===== src/rtl/muldiv_unit.sv =====
// Multi-cycle MIPS multiply/divide unit owning the architectural HI/LO registers.
// Latency: MUL_LAT busy cycles (multiply) or WIDTH busy cycles (divide), then one DONE cycle; MTHI/MTLO take one cycle.
// Backpressure: stallE freezes F/D/E from the accepting cycle through the last busy cycle; it drops in DONE or on flushE.
//
// Ports:
//   clk, rst        rising-edge clock, synchronous active-high reset
//   startE, opE     valid md op in E and its code (0 MULT, 1 MULTU, 2 DIV, 3 DIVU, 4 MTHI, 5 MTLO)
//   srcaE, srcbE    rs / rt operands
//   flushE          abort any in-flight op and block new starts
//   stallE, busy    pipeline stall request, FSM-not-idle indication
//   hi, lo          architectural HI / LO registers
module muldiv_unit #(
    parameter int WIDTH   = 32,
    parameter int MUL_LAT = 2
) (
    input  logic             clk,
    input  logic             rst,
    input  logic             startE,
    input  logic [2:0]       opE,
    input  logic [WIDTH-1:0] srcaE,
    input  logic [WIDTH-1:0] srcbE,
    input  logic             flushE,
    output logic             stallE,
    output logic             busy,
    output logic [WIDTH-1:0] hi,
    output logic [WIDTH-1:0] lo
);

    localparam int CNT_W = $clog2(WIDTH + 1);

    localparam logic [1:0] IDLE = 2'd0;
    localparam logic [1:0] BUSY = 2'd1;
    localparam logic [1:0] DONE = 2'd2;

    logic [1:0]       state;
    // opReg[1] = divide, opReg[0] = unsigned
    logic [1:0]       opReg;
    logic [WIDTH-1:0] aReg;
    logic [WIDTH-1:0] bReg;
    logic [WIDTH-1:0] quo;
    logic [WIDTH-1:0] rem;
    logic [WIDTH-1:0] dvs;
    logic [CNT_W-1:0] cnt;

    // ---------------- start decode ----------------
    logic             mdStart;
    logic             mtStart;
    logic             startSigned;
    logic [WIDTH-1:0] absA;
    logic [WIDTH-1:0] absB;

    always_comb begin
        mdStart     = startE & ~opE[2] & ~flushE;
        mtStart     = startE & opE[2] & ~opE[1] & ~flushE;
        startSigned = ~opE[0];
        absA        = (startSigned & srcaE[WIDTH-1]) ? (~srcaE + 1'b1) : srcaE;
        absB        = (startSigned & srcbE[WIDTH-1]) ? (~srcbE + 1'b1) : srcbE;
    end

    always_comb begin
        stallE = ((state == IDLE) & mdStart) | ((state == BUSY) & ~flushE);
        busy   = (state != IDLE);
    end

    // ---------------- restoring divide step ----------------
    // The dividend magnitude sits in quo and is shifted out MSB-first while
    // quotient bits shift in at the bottom.
    logic [WIDTH:0]   remShift;
    logic [WIDTH:0]   diff;
    logic             remGe;
    logic [WIDTH-1:0] remNext;
    logic [WIDTH-1:0] quoNext;

    always_comb begin
        remShift = {rem, quo[WIDTH-1]};
        diff     = remShift - {1'b0, dvs};
        // A set top bit of remShift already exceeds any divisor; otherwise the
        // top bit of diff is the borrow of the subtraction.
        remGe    = remShift[WIDTH] | ~diff[WIDTH];
        remNext  = remGe ? diff[WIDTH-1:0] : remShift[WIDTH-1:0];
        quoNext  = {quo[WIDTH-2:0], remGe};
    end

    // ---------------- result formation (used in DONE) ----------------
    logic               resSigned;
    logic [2*WIDTH-1:0] extA;
    logic [2*WIDTH-1:0] extB;
    logic [2*WIDTH-1:0] prod;
    logic               negQ;
    logic               negR;
    logic               divZero;
    logic [WIDTH-1:0]   resHi;
    logic [WIDTH-1:0]   resLo;

    always_comb begin
        resSigned = ~opReg[0];
        // Sign-extending to 2*WIDTH makes the low 2*WIDTH bits of an unsigned
        // product equal to the signed product.
        extA      = {{WIDTH{resSigned & aReg[WIDTH-1]}}, aReg};
        extB      = {{WIDTH{resSigned & bReg[WIDTH-1]}}, bReg};
        prod      = extA * extB;
        negQ      = resSigned & (aReg[WIDTH-1] ^ bReg[WIDTH-1]);
        negR      = resSigned & aReg[WIDTH-1];
        divZero   = (bReg == '0);
        resHi     = prod[2*WIDTH-1:WIDTH];
        resLo     = prod[WIDTH-1:0];
        if (opReg[1]) begin
            if (divZero) begin
                resLo = '1;
                resHi = aReg;
            end else begin
                // MIN / -1 falls out naturally: magnitude quotient 2^(W-1)
                // negates back to MIN, remainder 0.
                resLo = negQ ? (~quo + 1'b1) : quo;
                resHi = negR ? (~rem + 1'b1) : rem;
            end
        end
    end

    // ---------------- state, operands, HI/LO ----------------
    always_ff @(posedge clk) begin
        if (rst) begin
            state <= IDLE;
            opReg <= '0;
            aReg  <= '0;
            bReg  <= '0;
            quo   <= '0;
            rem   <= '0;
            dvs   <= '0;
            cnt   <= '0;
            hi    <= '0;
            lo    <= '0;
        end else begin
            case (state)
                IDLE: begin
                    if (mdStart) begin
                        state <= BUSY;
                        opReg <= opE[1:0];
                        aReg  <= srcaE;
                        bReg  <= srcbE;
                        quo   <= absA;
                        rem   <= '0;
                        dvs   <= absB;
                        cnt   <= opE[1] ? CNT_W'(WIDTH - 1) : CNT_W'(MUL_LAT - 1);
                    end else if (mtStart) begin
                        if (opE[0]) begin
                            lo <= srcaE;
                        end else begin
                            hi <= srcaE;
                        end
                    end
                end
                BUSY: begin
                    if (flushE) begin
                        state <= IDLE;
                    end else begin
                        if (opReg[1]) begin
                            quo <= quoNext;
                            rem <= remNext;
                        end
                        if (cnt == '0) begin
                            state <= DONE;
                        end else begin
                            cnt <= cnt - CNT_W'(1);
                        end
                    end
                end
                DONE: begin
                    // The issuing instruction is still in E here, so startE
                    // is deliberately not looked at.
                    state <= IDLE;
                    if (!flushE) begin
                        hi <= resHi;
                        lo <= resLo;
                    end
                end
                default: begin
                    state <= IDLE;
                end
            endcase
        end
    end

endmodule


===== config.mk =====
export PLATFORM = sky130hd
export DESIGN_NAME = muldiv_unit
export DESIGN_NICKNAME = d
export VERILOG_FILES = /design/src/rtl/muldiv_unit.sv
export SDC_FILE = /design/constraint.sdc
export NUM_CORES = 2
export LEC_CHECK = 0
export BUFFER_PORTS_ARGS = -buffer_cell sky130_fd_sc_hd__buf_2
export CORE_ASPECT_RATIO = 1.2
export CORE_MARGIN = 2
export CORE_UTILIZATION = 40
export CTS_CLUSTER_SIZE = 24
export DETAILED_ROUTE_END_ITERATION = 10
export HOLD_SLACK_MARGIN = 0.03
export PLACE_DENSITY = 0.63
export RECOVER_POWER = 100
export SYNTH_ARGS = -nofsm -noshare
export SYNTH_HDL_FRONTEND = slang
export SYNTH_SLANG_ARGS = --single-unit

===== constraint.sdc =====
create_clock -name clk -period 24.2 [get_ports clk]
set_input_delay 4.84 -clock clk [delete_from_list [all_inputs] [get_ports clk]]
set_output_delay 4.84 -clock clk [all_outputs]
set_load 0.05 [all_outputs]

==> flow_summary_export.csv <==
group,metric,value,unit
timing,min_period,12930,ps
setup_path,ff2ff_path_depth,29,
yosys,synth-main-ff-cell,"dfxtp_1",
setup_path,reg2reg_to,"hi[31]",
grt,grt_pass1_vias,43760,
die,die_h,400.1,microns
final_layout,nets,7438,
die,ios,137,
setup_path,critPathKind,"reg -> reg",
clock_tree,post-cts-setup-buffer-count,0,
die,dieWidth,334.1,microns
yosys,synthArstFlopShare,0,%
timing,setup_tns,0,ps
setup_path,critPathMaxStageDelay,1630,ps
clock_tree,htreeDepth,1,
final_layout,seq_area,4673,sq um
grt,grt_usage,24.33,%
yosys,synth_top_family_by_area,"adder cells",
setup_path,path_buf_inv,9,
final_layout,layout_commonest_cell,"inv_1",
drt,wl_per_cell,20.73,microns
timing,relSlewSlack,-162.6,%
setup_path,crit_top_cell,"fa_1",
grt,antenna_found_initial,10,
yosys,ys_types,88,
yosys,synth-compound-area-share,9.787,%
setup_path,r2r_start,"aReg[31]",
yosys,synthMuxAreaShare,0.4259,%
power,comb_power_share,30.5,%
yosys,synth-edff-count,0,
setup_path,worstPathArrival,13210,ps
timing,tightest_slew,3938,ps
drt,drc,0,
yosys,syn_area,52290,sq um
drt,dr.pass1.iters,6,
timing,rsz0062_at_grt,"false",
place,portBuffers,136,
setup_path,crit_path_max_fanout,38,
status,status,"finished, violations left",
yosys,yosys.area_share.adder,49.11,%
hold_path,min_to,"bReg[23]",
drt,vias,41720,
clock_tree,cts_tree,"yes",
yosys,ys_ff_latch,233,
timing,slew_viol_final,338,
hold_path,hold_class,"reg -> reg",
die,design.core.area,129900,sq um
drt,ant_nets,0,
drt,viasPerCell,5.416,
setup_path,cp_top_family,"adder cells",
clock_tree,cts_resized,0,
job,maxCapViolCount,7,
power,total_power,0.001222,W
timing,final.setup_skew,16.05,ps
drt,routed_wl,159700,microns
clock_tree,cts_buffer_depth,3,
grt,overflow,0,
final_layout,mostFrequentLayoutCells,"inv_1 (1174), fa_1 (1126), nand2_1 (1031)",
setup_path,cp_slowest_cell,"nor2b_1",
clock_tree,postCtsHoldBufs,0,
place,gp_congestion,0.9673,
yosys,synth.avg_cell_area,8.518,sq um
setup_path,cp.required,24470,ps
place,dp_hpwl,125800,microns
status,violations,"capacitance limit, slew limit",
die,dieArea,133600,sq um
hold_path,holdPathStages,2,
grt,grt_pass1_wl,252500,microns
grt,grt_start_max_net_pins,80,
power,swShare,36.95,%
final_layout,drive_gt1_share,4.275,%
setup_path,end_kind,"flop",
yosys,syn_nets,7587,
hold_path,holdCritStartpoint,"bReg[23]",
power,intPower,0.0007706,W
yosys,yosysSeqAreaShare,8.920,%
setup_path,rrSetupSlack,11270,ps
clock_tree,cts_made_buffers,28,
power,switchingPower,0.0004516,W
timing,hold_violations,0,
final_layout,syn_to_final_growth,5.362,%
power,leakage,25.48,nW
timing,fmax,0.07731,GHz
yosys,yosys.area_share.simple,16.74,%
drt,drt-initial-drc-count,3274,
clock_tree,cts.clk_slew.worst_paths,60,ps
clock_tree,clk_latency,570,ps
power,ir_drop,0.05623,mV
yosys,yosys_warnings,0,
final_layout,multi_input_area,41710,sq um
clock_tree,cts.sinks,233,
die,rows,145,
timing,period_share,53.45,%
final_layout,fillers,13090,
yosys,synth_xor_area_share,3.618,%
yosys,synthCells,6139,
clock_tree,clockRootBuffer,"clkbuf_16",
power,p_clk_share,35.6,%
setup_path,start_kind,"flop",
die,initial_core_util,40.25,%
power,pwr-share-seq,33.9,%
power,p_per_area,22.18,nW/um^2
timing,setup_viol,0,
[metal layers]
metal / vias to the layer above / share of wire [%] / GRT usage [%]
met5: - / 0.026 / 0
met4: 6 / 5.0 / 10.58
met3: 313 / 7.0 / 3.312
met2: 1453 / 50 / 42.67
met1: 21570 / 38 / 29.95
li1: 18380 / - / -
[worst max path at each step]
stage               startpoint  endpoint  slack, ps  cells after the start
floorplan               flushE    stallE      13280                      1
global placement        flushE    stallE      13350                      5
detailed placement      flushE    stallE      13290                      5
CTS                     flushE    stallE      13280                      5
global route          aReg[31]    hi[31]      10540                     29
finish                aReg[31]    hi[31]      11270                     29
[synthesized netlist by cell type (10+ instances only)]
library cell     n  share of area, %
ha_1           251               6.0
and3_1          29              0.35
fa_1          1126                43
nor3_1          55              0.53
or2_2           14              0.17
or3_1           13              0.16
o221ai_1        23              0.39
and2_1         369               4.4
nor2_1         241               1.7
inv_1         1174               8.4
a21o_1          41              0.59
a31oi_1         17              0.20
o211ai_1        30              0.43
nand3_1         31              0.30
dfxtp_1        233               8.9
a311oi_1        18              0.30
o21ai_0        155               1.5
o22ai_1         10              0.12
clkbuf_1       386               2.8
o41ai_1         13              0.22
o21bai_1        15              0.22
nand4_1         19              0.23
nand2b_1        12              0.14
o21ai_1         15              0.14
o31ai_1         30              0.43
a211oi_1        54              0.78
xor2_1          81               1.4
a21oi_1        306               2.9
o21a_1          18              0.26
xnor2_1        135               2.3
nand2_1       1031               7.4
mux2i_1         20              0.38
nor2b_1         18              0.22
nor4_1          29              0.35
[cell type report]
cell class / count / share of cell area (%)
Antenna cell: 2 / 0.009084
Clock buffer: 38 / 1.469
Clock inverter: 13 / 0.2339
Inverter: 1175 / 8.005
Multi-Input combinational cell: 4327 / 75.71
Sequential cell: 233 / 8.482
Tap cell: 1690 / 3.838
Timing Repair Buffer: 225 / 2.253
[sequential cells by signal, summed over array words and instances, names as in the netlist, 6 cells and up]
signal,flops
lo,32
aReg,32
dvs,31
hi,32
rem,32
cnt,6
bReg,32
quo,32
[kinds of logic after synthesis]
family	count (synthesis)
buffers and inverters	1579
adder cells (fa/ha/maj)	1377
multiplexers	22
flip-flops	233
AND/OR/NAND/NOR	1900
XOR/XNOR	216
AO/OA/AOI/OAI	812
[per-stage QoR]
step	utilization (%)	cell area (sq um)	hold slack [ps]	setup slack, ps	cells
2_1_floorplan	-	52290	431.9	13280	6139
3_3_place_gp	41.79	54290	442.8	13350	7650
3_5_place_dp	41.79	54290	448.4	13290	7650
4_1_cts	42.51	55230	456.6	13280	7701
5_1_grt	42.41	55090	476.0	10540	7702
6_report	42.41	55090	455.6	11270	7703
[power groups by stage]
stage	clock, W	sequential [W]	combinational [W]
2_1_floorplan	0	0.000417	0.000245
3_3_place_gp	0	0.000422	0.000365
3_5_place_dp	0	0.000422	0.000368
4_1_cts	0.000439	0.000413	0.000370
5_1_grt	0.000456	0.000415	0.000405
6_report	0.000436	0.000414	0.000372
[worst min-delay path, delay by kind of cell (launching register included)]
kind | cells | cell delay [ps]
AND/OR/NAND/NOR | 1 | 50
AO/OA/AOI/OAI | 1 | 50
flip-flops | 1 | 310
Note: power is estimated with default switching activity, not from simulation.
